$ cat src/rtl/buzzer_arbiter.sv
// rtl/buzzer_arbiter.sv - fixed-priority owner arbiter for the shared buzzer with hold time and silence gap
//
// Ports:
//   clk, rst_n                 clock, asynchronous active-low reset
//   req[2:0]                   requests, bit 2 highest priority
//   note0..2 / pitch0..2       per-requester note (0 = rest) and octave codes
//   gnt[2:0]                   one-hot grant, zero outside PLAY
//   note_out / pitch_out       registered tone selection to the buzzer
//   busy                       high in PLAY or GAP
//   owner[1:0]                 current owner index, 0 when nothing granted
module buzzer_arbiter #(
    parameter int GAP_CYCLES = 250_000,
    parameter int MIN_HOLD   = 1_250_000
) (
    input  logic       clk,
    input  logic       rst_n,
    input  logic [2:0] req,
    input  logic [3:0] note0,
    input  logic [3:0] note1,
    input  logic [3:0] note2,
    input  logic [1:0] pitch0,
    input  logic [1:0] pitch1,
    input  logic [1:0] pitch2,
    output logic [2:0] gnt,
    output logic [3:0] note_out,
    output logic [1:0] pitch_out,
    output logic       busy,
    output logic [1:0] owner
);

    localparam int HOLD_W = ($clog2(MIN_HOLD + 1) < 1) ? 1 : $clog2(MIN_HOLD + 1);
    localparam int GAP_W  = ($clog2(GAP_CYCLES) < 1) ? 1 : $clog2(GAP_CYCLES);
    localparam logic [HOLD_W-1:0] HOLD_MAX = HOLD_W'(MIN_HOLD);
    localparam logic [GAP_W-1:0]  GAP_LAST = GAP_W'(GAP_CYCLES - 1);

    typedef enum logic [1:0] {
        ST_IDLE = 2'd0,
        ST_PLAY = 2'd1,
        ST_GAP  = 2'd2
    } state_t;

    state_t            state, state_d;
    logic [HOLD_W-1:0] hold_cnt, hold_d;
    logic [GAP_W-1:0]  gap_cnt, gap_d;
    logic [2:0]        gnt_d;
    logic [1:0]        owner_d;
    logic [3:0]        note_d;
    logic [1:0]        pitch_d;

    logic [1:0] win_idx;
    logic [3:0] win_note, own_note;
    logic [1:0] win_pitch, own_pitch;
    logic       own_req, higher_req;

    // Highest set request bit wins.
    always_comb begin
        win_idx = 2'd0;
        if (req[2])      win_idx = 2'd2;
        else if (req[1]) win_idx = 2'd1;
    end

    always_comb begin
        win_note  = note0;
        win_pitch = pitch0;
        case (win_idx)
            2'd1:    begin win_note = note1; win_pitch = pitch1; end
            2'd2:    begin win_note = note2; win_pitch = pitch2; end
            default: begin win_note = note0; win_pitch = pitch0; end
        endcase
    end

    // Owner's own inputs, plus whether anything above the owner is asking.
    always_comb begin
        own_note   = note0;
        own_pitch  = pitch0;
        own_req    = req[0];
        higher_req = |req[2:1];
        case (owner)
            2'd1: begin
                own_note   = note1;
                own_pitch  = pitch1;
                own_req    = req[1];
                higher_req = req[2];
            end
            2'd2: begin
                own_note   = note2;
                own_pitch  = pitch2;
                own_req    = req[2];
                higher_req = 1'b0;
            end
            default: ;
        endcase
    end

    always_comb begin
        state_d = state;
        hold_d  = hold_cnt;
        gap_d   = gap_cnt;
        gnt_d   = 3'b000;
        owner_d = 2'd0;
        note_d  = 4'd0;
        pitch_d = 2'd0;
        case (state)
            ST_IDLE: begin
                if (|req) begin
                    state_d = ST_PLAY;
                    owner_d = win_idx;
                    gnt_d   = 3'b001 << win_idx;
                    note_d  = win_note;
                    pitch_d = win_pitch;
                    hold_d  = '0;
                end
            end
            ST_PLAY: begin
                // Release wins regardless of hold; preempt only once the hold has saturated.
                if (!own_req || (higher_req && hold_cnt == HOLD_MAX)) begin
                    state_d = ST_GAP;
                    gap_d   = '0;
                end else begin
                    owner_d = owner;
                    gnt_d   = gnt;
                    note_d  = own_note;
                    pitch_d = own_pitch;
                    if (hold_cnt != HOLD_MAX) hold_d = hold_cnt + HOLD_W'(1);
                end
            end
            ST_GAP: begin
                // Requests are only looked at on the last gap edge.
                if (gap_cnt == GAP_LAST) begin
                    if (|req) begin
                        state_d = ST_PLAY;
                        owner_d = win_idx;
                        gnt_d   = 3'b001 << win_idx;
                        note_d  = win_note;
                        pitch_d = win_pitch;
                        hold_d  = '0;
                    end else begin
                        state_d = ST_IDLE;
                    end
                end else begin
                    gap_d = gap_cnt + GAP_W'(1);
                end
            end
            default: state_d = ST_IDLE;
        endcase
    end

    always_ff @(posedge clk or negedge rst_n) begin
        if (!rst_n) begin
            state     <= ST_IDLE;
            hold_cnt  <= '0;
            gap_cnt   <= '0;
            gnt       <= 3'b000;
            owner     <= 2'd0;
            note_out  <= 4'd0;
            pitch_out <= 2'd0;
            busy      <= 1'b0;
        end else begin
            state     <= state_d;
            hold_cnt  <= hold_d;
            gap_cnt   <= gap_d;
            gnt       <= gnt_d;
            owner     <= owner_d;
            note_out  <= note_d;
            pitch_out <= pitch_d;
            busy      <= (state_d != ST_IDLE);
        end
    end

endmodule

$ cat config.mk
export PLATFORM = sky130hd
export DESIGN_NAME = buzzer_arbiter
export DESIGN_NICKNAME = d
export VERILOG_FILES = /design/src/rtl/buzzer_arbiter.sv
export SDC_FILE = /design/constraint.sdc
export NUM_CORES = 1
export LEC_CHECK = 0
export CAP_MARGIN = 15
export CORE_AREA = 2 2 75 77
export CTS_CLUSTER_SIZE = 16
export DETAILED_ROUTE_END_ITERATION = 8
export DIE_AREA = 0 0 77 79
export GPL_ROUTABILITY_DRIVEN = 0
export PLACE_DENSITY = 0.84
export SLEW_MARGIN = 30
export SYNTH_ARGS = -nofsm -noshare
export SYNTH_HDL_FRONTEND = slang
export SYNTH_SLANG_ARGS = --single-unit
$ cat constraint.sdc
create_clock -name clk -period 6.17 [get_ports clk]
set_input_delay 0.9255 -clock clk [delete_from_list [all_inputs] [get_ports clk]]
set_output_delay 0.9255 -clock clk [all_outputs]
set_load 0.02 [all_outputs]
==> results of run 1 <==
critical path, stage by stage:
cell and delay (ns):
clkdlybuf4s50_1 0.89, o21ai_0 0.30, a2111oi_4 0.44, a21o_1 0.30
buf_4 0.34, a21oi_1 0.16, a31o_2 0.29
sequential cells by signal, indices dropped and copies added, names as in the netlist:
signal / cells
hold_cnt: 21
gap_cnt: 18
note_out: 4
gnt: 3
owner: 2
pitch_out: 2
state: 2
busy: 1
logic make-up after synthesis:
kind of cell / Yosys count / share of synthesized area (%)
AND/OR/NAND/NOR: 125 / 21.9
buffers and inverters: 33 / 5.87
multiplexers: 14 / 4.44
flip-flops: 53 / 42.0
XOR/XNOR: 6 / 1.67
AO/OA/AOI/OAI: 100 / 22.1
adder cells (fa/ha/maj): 5 / 1.98
final timing paths:
| path | startpoint | endpoint | slack (ns) | depth (start not counted) |
|---|---|---|---|---|
| hold reg to reg | gnt[0] | gnt[0] | 0.51 | 2 |
| hold / removal | gnt[0] | gnt[0] | 0.51 | 2 |
| setup reg to reg | gap_cnt[5] | hold_cnt[11] | 3.32 | 5 |
| max in group asynchronous | rst_n | hold_cnt[10] | 5.01 | 2 |
| min in group asynchronous | rst_n | gap_cnt[17] | 0.71 | 2 |
| setup / recovery | req[2] | hold_cnt[13] | 2.70 | 7 |
through the flow:
step	worst slack (ns)	cell area, um^2	instances	hold slack, ns	utilization [%]
after CTS	2.74	3570	432	0.502	66.9
after global routing	2.57	3570	432	0.538	66.9
after global placement	2.49	3470	425	0.468	64.9
after floorplan	3.71	3150	336	0.490	-
after detailed placement	2.41	3470	425	0.480	64.9
final	2.70	3570	432	0.508	66.9
final cells by class:
type                            count  area [um^2]
Fill cell                         435         1760
Tap cell                           72         90.1
Clock inverter                      2         38.8
Sequential cell                    53         1330
Clock buffer                        5         68.8
Inverter                           13         48.8
Multi-Input combinational cell    250         1640
Timing Repair Buffer               37          358
power breakdown:
part	leakage, nW	total, mW	switching [mW]	internal, mW
Clock	0.0546	0.240	0.120	0.120
Sequential	0.721	0.449	0.0444	0.404
Combinational	0.663	0.522	0.319	0.204
metal layers:
metal	routed length [um]	track usage [%]
met1	3280	32.1
met2	3300	39.3
met3	391	5.91
met4	92	9.11
met5	0	0
cells in the final DEF, fill, tap and decap left out, types with 5 or more instances in the layout:
| master | n |
|---|---|
| a21oi_1 | 27 |
| a221o_2 | 6 |
| and3_1 | 7 |
| clkbuf_8 | 5 |
| clkdlybuf4s50_1 | 33 |
| dfrtp_1 | 53 |
| ha_1 | 5 |
| inv_1 | 13 |
| mux2i_1 | 14 |
| nand2_1 | 20 |
| nand3_1 | 16 |
| nand4_1 | 7 |
| nor2_1 | 26 |
| nor3_1 | 5 |
| nor4b_1 | 6 |
| o21ai_0 | 21 |
| o21bai_1 | 5 |
| o22ai_1 | 7 |
| o31ai_1 | 10 |
| or3_1 | 9 |
| or4_1 | 11 |
| xnor2_1 | 6 |
==> flow_summary.toml, run 1 <==
[status]
status = "finished, final reports clean"

[logic_synthesis]
yosysWarnings = 0
synth_top_area_share_pct = 42.0
yosysMostFrequentCell = "dfrtp_1"
synth_top_area_cell = "dfrtp_1"
synth_edf_count = 0
syn-cell-area_um2 = 3150
syn_inst = 336
synth_common_cells = "53 x dfrtp_1, 27 x a21oi_1, 26 x nor2_1"
ys_types = 49
synth_ff_type = "dfrtp_1"
synth-seq-cells = 53
avgSynthCellArea_um2 = 9.39
syn-num-nets = 364
async_flop_share_pct = 100
synthTopCellsByArea = "dfrtp_1 42%, mux2i_1 4.4%, a21oi_1 4.3%"
ys_seq_area_share_pct = 42.0

[clock_network]
clock_latency_ns = 0.32
post_cts_resized = 0
cts_tree = "done"
cts_hold_buf = 0
postCtsSetupRepairBufs = 0
root_buffer = "clkbuf_8"
clk_pin_slew_ns = 0.10
cts.sinks = 53
cts-buffers-inserted = 5
h-tree-depth = 2
clk_path_buf_depth = 2

[flow_run]
maxCapViolCount = 0

[floorplanning]
die_height_um = 79
fp.dieW_um = 77
rows = 27
initial_core_util_pct = 59.1
die_area_um2 = 6080
core_area_um2 = 5340
io_pins = 35

[timing]
max-slew-margin-rel_pct = 38.1
final.setup.tns_ns = 0
drv_slew = 0
final.setup_skew_ns = 0.0122
post-route-period-util_pct = 56.2
rsz0062_at_grt = "false"
max_clock_freq_mhz = 288
hold_viol_final = 0
tightestPinTransition_ns = 0.926
finalSetupViolCount = 0
period_needed_ns = 3.47

[critical_path]
path_class = "input pin to register"
cp.required_ns = 6.37
end_kind = "register"
start_kind = "input pin"
path_max_fanout = 33
worstPathArrival_ns = 3.67

[pwr]
ir_worst_vdd_uv = 166
leakagePower_nw = 1.44
totalPowerFinal_mw = 1.21
power_density_nw_per_um2 = 339

[detailed_routing]
drtIter0Drc = 223
vias_per_cell = 6.38
drtPass1Iterations = 5
routed_wl_um = 7070
drc = 0
ant_nets = 0
wl_per_cell_um = 16.4
vias = 2756

[grt]
grt_overflow = 0
grt_pass1_vias = 2545
antenna_found_initial = 0
grt_max_degree = 54
grt_usage_pct = 24.3
grt_pass1_wl_um = 11900

[place]
hpwlAfterDp_um = 4810
numPortBuffers = 34

[min_path]
timing.hold.worst.class = "register to register"

[cells_and_area]
area_growth_pct = 13.3
diodes = 0
drive_above_1_share_pct = 7.78
finish.net_count = 388
Note: power is estimated with default switching activity, not from simulation.
==> inputs of run 2 (changes only) <==
CORE_AREA = 2 2 78 80   (was 2 2 75 77)
DIE_AREA = 0 0 80 82   (was 0 0 77 79)
PLACE_DENSITY = 0.79   (was 0.84)
clock period = 3.4 ns   (was 6.17 ns; I/O delays follow)
==> run 2 against run 1 <==
Non-clock buffer count grew 5; clock power grew 88%; cell count grew 2.1%; first-iteration DRC count shrank 37%; sequential power grew 82%; clock skew grew 0.0028 ns; largest power group unchanged; highest routed layer unchanged.
==> flow_summary.toml, run 2 (synthesis results as in run 1) <==
[detailed_routing]
highest_layer = "met4"
route.met2.wl_um = 3510
drc = 0
ant_nets = 0
drt-met1-wl_um = 3260
vias = 2785
wl_met3_um = 392
vias_per_cell = 6.32
drtIter0Drc = 141
wl_per_cell_um = 16.5
routed_wl_um = 7270
drtPass1Iterations = 4

[clock_network]
cts_hold_buf = 0
cts_tree = "done"
h-tree-depth = 2
postCtsSetupRepairBufs = 0
cts-buffers-inserted = 5
clk_pin_slew_ns = 0.11
clock_latency_ns = 0.32
root_buffer = "clkbuf_8"
post_cts_resized = 0
clk_path_buf_depth = 2
cts.sinks = 53

[cells_and_area]
top_register = "hold_cnt"
area_growth_pct = 15.3
finish.net_count = 393
final_common_cell = "dfrtp_1"
num-fill-cells = 472
stdcell_area_um2 = 3640
final_cell_mix = "53 x dfrtp_1, 33 x clkdlybuf4s50_1, 27 x a21oi_1, 26 x nor2_1, 21 x o21ai_0"
largest_reg_flops = 21
ff_latch_area_um2 = 1330
fin_cells = 441
reg_top3 = "hold_cnt x21, gap_cnt x18, note_out x4"
multi_input_area_um2 = 1640
diodes = 0
drive_above_1_share_pct = 9.29

[timing]
rsz0062_at_grt = "false"
finalSetupViolCount = 0
hold_viol_final = 0
timing.hold.ws_ns = 0.242
max-slew-margin-rel_pct = 50.6
final.setup.tns_ns = 0
post-route-period-util_pct = 79.1
period_needed_ns = 2.69
tightestPinTransition_ns = 0.741
drv_slew = 0
final.setup_skew_ns = 0.0150
max_clock_freq_mhz = 372

[critical_path]
path_max_fanout = 34
path_class = "register to register"
timing.critical_path.to = "hold_cnt[18]"
cp.required_ns = 3.64
worstPathArrival_ns = 2.92
crit_start = "owner[0]"
reg2reg_depth = 8
end_kind = "register"
reg2reg_slack_ns = 0.71
r2r-start = "owner[0]"
start_kind = "register"
r2r_end = "hold_cnt[18]"

[grt]
grt_pass1_vias = 2519
grt_overflow = 0
grt_max_degree = 35
grt_usage_pct = 23.0
grt_pass1_wl_um = 11900
antenna_found_initial = 0

[place]
dp.cells = 433
hpwlAfterDp_um = 5130
numPortBuffers = 34
place_area_um2 = 3520

[floorplanning]
die_area_um2 = 6560
rows = 28
io_pins = 35
initial_core_util_pct = 54.9
core_area_um2 = 5750
fp.dieW_um = 80
die_height_um = 82

[flow_run]
maxCapViolCount = 0

[status]
status = "finished, final reports clean"

[pwr]
ir_worst_vdd_uv = 335
leakagePower_nw = 1.47
power_density_nw_per_um2 = 622

[min_path]
timing.hold.worst.class = "input pin to asynchronous set/reset pin"
-- run 2: cell types whose count changed in the layout (fill, tap and decap cells not counted), sizes merged --
| cell | change |
|---|---|
| inv | +1 |
| buf | +5 |
-- run 2: report_power, final --
| group | internal, mW | switching, mW | total [mW] |
|---|---|---|---|
| Clock | 0.225 | 0.226 | 0.451 |
| Combinational | 0.404 | 0.591 | 0.994 |
| Sequential | 0.733 | 0.0832 | 0.816 |
| Total | 1.36 | 0.900 | 2.26 |
-- run 2: cell type report --
cell class / count / share of cell area [%]
Multi-Input combinational cell: 250 / 45.2
Sequential cell: 53 / 36.5
Clock buffer: 5 / 1.89
Tap cell: 75 / 2.58
Inverter: 13 / 1.34
Timing Repair Buffer: 42 / 11.2
Clock inverter: 3 / 1.31
-- run 2: per-layer routing --
metal  vias up  GRT usage [%]
met5         -              0
met4         0           7.12
met3        11           3.96
met2        94           37.9
met1      1350           30.9
li1       1330              -
-- run 2: worst max-delay path, stage by stage (launching register included) --
cell and delay (ns):
dfrtp_1 0.41, inv_1 0.06, ha_1 0.47, inv_1 0.20, a211o_1 0.33, a21o_1 0.25
buf_12 0.19, or4_1 0.51, a21oi_1 0.16
-- run 2: through the flow --
step	power (mW)	setup WS, ns	util [%]
detailed placement	1.81	0.582	61.3
floorplan	1.52	0.994	-
global placement	1.79	0.623	61.3
global route	2.41	0.554	63.3
finish	2.26	0.712	63.3
CTS	2.27	0.734	63.3
-- run 2: worst min path at each step --
stage | endpoint | slack [ns] | cells after the start
finish | gap_cnt[2] | 0.24 | 1
floorplan | busy | 0.21 | 0
detailed placement | gnt[1] | 0.47 | 1
global route | gap_cnt[1] | 0.30 | 1
CTS | gap_cnt[13] | 0.27 | 1
global placement | gnt[1] | 0.47 | 1
==> inputs of run 3 (changes only) <==
CORE_AREA = 2 2 82 84   (was 2 2 78 80)
DIE_AREA = 0 0 84 86   (was 0 0 80 82)
PLACE_DENSITY = 0.75   (was 0.79)
clock period = 2.2 ns   (was 3.4 ns; I/O delays follow)
==> run 3 against run 2 <==
The run now ends with negative setup slack left; global-route usage fell by 0.66 points; sequential power rose by 52%; non-clock buffer count increased by 36; critical path depth did not move; flip-flop and latch count unchanged.
==> flow_summary.toml, run 3 (synthesis results as in run 1) <==
[status]
status = "finished, violations left"
violations = "negative setup slack"

[clock_network]
clk_path_buf_depth = 2
cts.sinks = 53
cts-buffers-inserted = 5
clk_pin_slew_ns = 0.10
root_buffer = "clkbuf_8"
h-tree-depth = 2
clock_latency_ns = 0.31
cts_tree = "done"

[grt]
grt_usage_pct = 22.3
grt_max_degree = 31
grt_overflow = 0
antenna_found_initial = 0
grt_pass1_wl_um = 13300
grt_pass1_vias = 2839

[cells_and_area]
area_growth_pct = 29.4
final_cell_mix = "51 x dfrtp_1, 39 x buf_4, 33 x clkdlybuf4s50_1, 25 x nor2_1, 22 x a21oi_1"
multi_input_area_um2 = 1790
top_register = "hold_cnt"
reg_top3 = "hold_cnt x21, gap_cnt x18, note_out x4"
fin_util_pct = 65.0
stdcell_area_um2 = 4080
final_common_cell = "dfrtp_1"
finish.net_count = 429
drive_above_1_share_pct = 23.1
largest_reg_flops = 21
num-fill-cells = 514
ff_latch_area_um2 = 1330
diodes = 0

[timing]
finalSetupViolCount = 4
rsz0062_at_grt = "true"
final.setup_skew_ns = 0.00819
final.setup.tns_ns = -0.0528
setup_slack_ns = -0.0221
period_needed_ns = 2.22
max_clock_freq_mhz = 450
max-slew-margin-rel_pct = 60.8
post-route-period-util_pct = 101
hold_viol_final = 0
tightestPinTransition_ns = 0.588
drv_slew = 0

[detailed_routing]
ant_nets = 0
wl_per_cell_um = 17.2
vias_per_cell = 6.16
routed_wl_um = 8260
drtIter0Drc = 214
drc = 0
vias = 2950
drtPass1Iterations = 4

[pwr]
p_clk_share_pct = 16.8
internal_power_mw = 2.44
leakagePower_nw = 1.69
power_density_nw_per_um2 = 983
swShare_pct = 39.2
p_comb_share_pct = 52.2
ir_worst_vdd_uv = 637
p_sw_mw = 1.57
p_seq_share_pct = 31.0

[critical_path]
path_max_fanout = 15
worstPathArrival_ns = 2.47
start_kind = "register"
cp.required_ns = 2.45
end_kind = "register"
path_class = "register to register"

[floorplanning]
io_pins = 35
die_height_um = 86
initial_core_util_pct = 50.2
fp.dieW_um = 84
rows = 29
die_area_um2 = 7220
core_area_um2 = 6280

[flow_run]
maxCapViolCount = 0

[place]
place_area_um2 = 3790
numPortBuffers = 34
hpwlAfterDp_um = 5680

[min_path]
timing.hold.worst.class = "input pin to asynchronous set/reset pin"
## run 3: area by class of cell
class | instances | share of cell area, %
multi-input cells | 250 | 43.8
inverters | 13 | 1.20
well taps | 77 | 2.36
clock inverters | 2 | 0.950
flip-flops and latches | 53 | 32.5
clock buffers | 6 | 1.78
repair buffers | 78 | 17.4
## run 3: repair_timing
item	4_1_cts	5_1_grt
hold buffers	0	0
setup buffers	0	3
endpoints found under the setup margin	14	30
cloned	0	3
gates resized for setup	2	28
pin swaps	0	5
## run 3: stage by stage
stage	setup WS [ns]	hold WS [ns]	power, mW	cells
after CTS	-0.00736	0.0161	3.77	473
after global routing	-0.0650	0.0399	4.24	479
after floorplan	0.00266	0.0344	2.38	336
after detailed placement	-0.186	0.359	3.09	465
after global placement	-0.165	0.363	3.03	465
final	-0.0221	0.00238	4.01	479
## run 3: path summary, 6_finish.rpt
path / from / endpoint / slack [ns] / cells past startpoint
hold / removal: rst_n / gap_cnt[10] / 0.002 / 1
hold reg to reg: gnt[1] / gnt[1] / 0.50 / 1
setup reg to reg: owner[0] / hold_cnt[12] / -0.02 / 8
max in group asynchronous: rst_n / hold_cnt[2] / 1.62 / 2
min in group clk: gnt[1] / gnt[1] / 0.50 / 1
setup / recovery: owner[0] / hold_cnt[12] / -0.02 / 8
## run 3: per-layer routing
layer / GRT usage [%] / wire length (um) / vias up
li1: - / - / 1401
met1: 28.6 / 3700 / 1439
met2: 38.5 / 4000 / 95
met3: 4.04 / 429 / 15
met4: 6.89 / 137 / 0
met5: 0 / 0 / -
## run 3: worst max-delay path, cell delays in order (launching register included)
cell	delay (ns)
dfrtp_2	0.45
inv_2	0.08
ha_4	0.22
nor2b_4	0.13
a211o_1	0.25
a21o_4	0.22
buf_12	0.15
or4_1	0.52
a21oi_2	0.13
## run 3: power by group through the flow
stage                     Clock, mW  Combinational (mW)  Sequential (mW)
after CTS                     0.689                1.83             1.24
final                         0.676                2.09             1.24
after global routing          0.724                2.25             1.26
after detailed placement          0                1.82             1.26
after global placement            0                1.78             1.25
after floorplan                   0                1.01             1.38
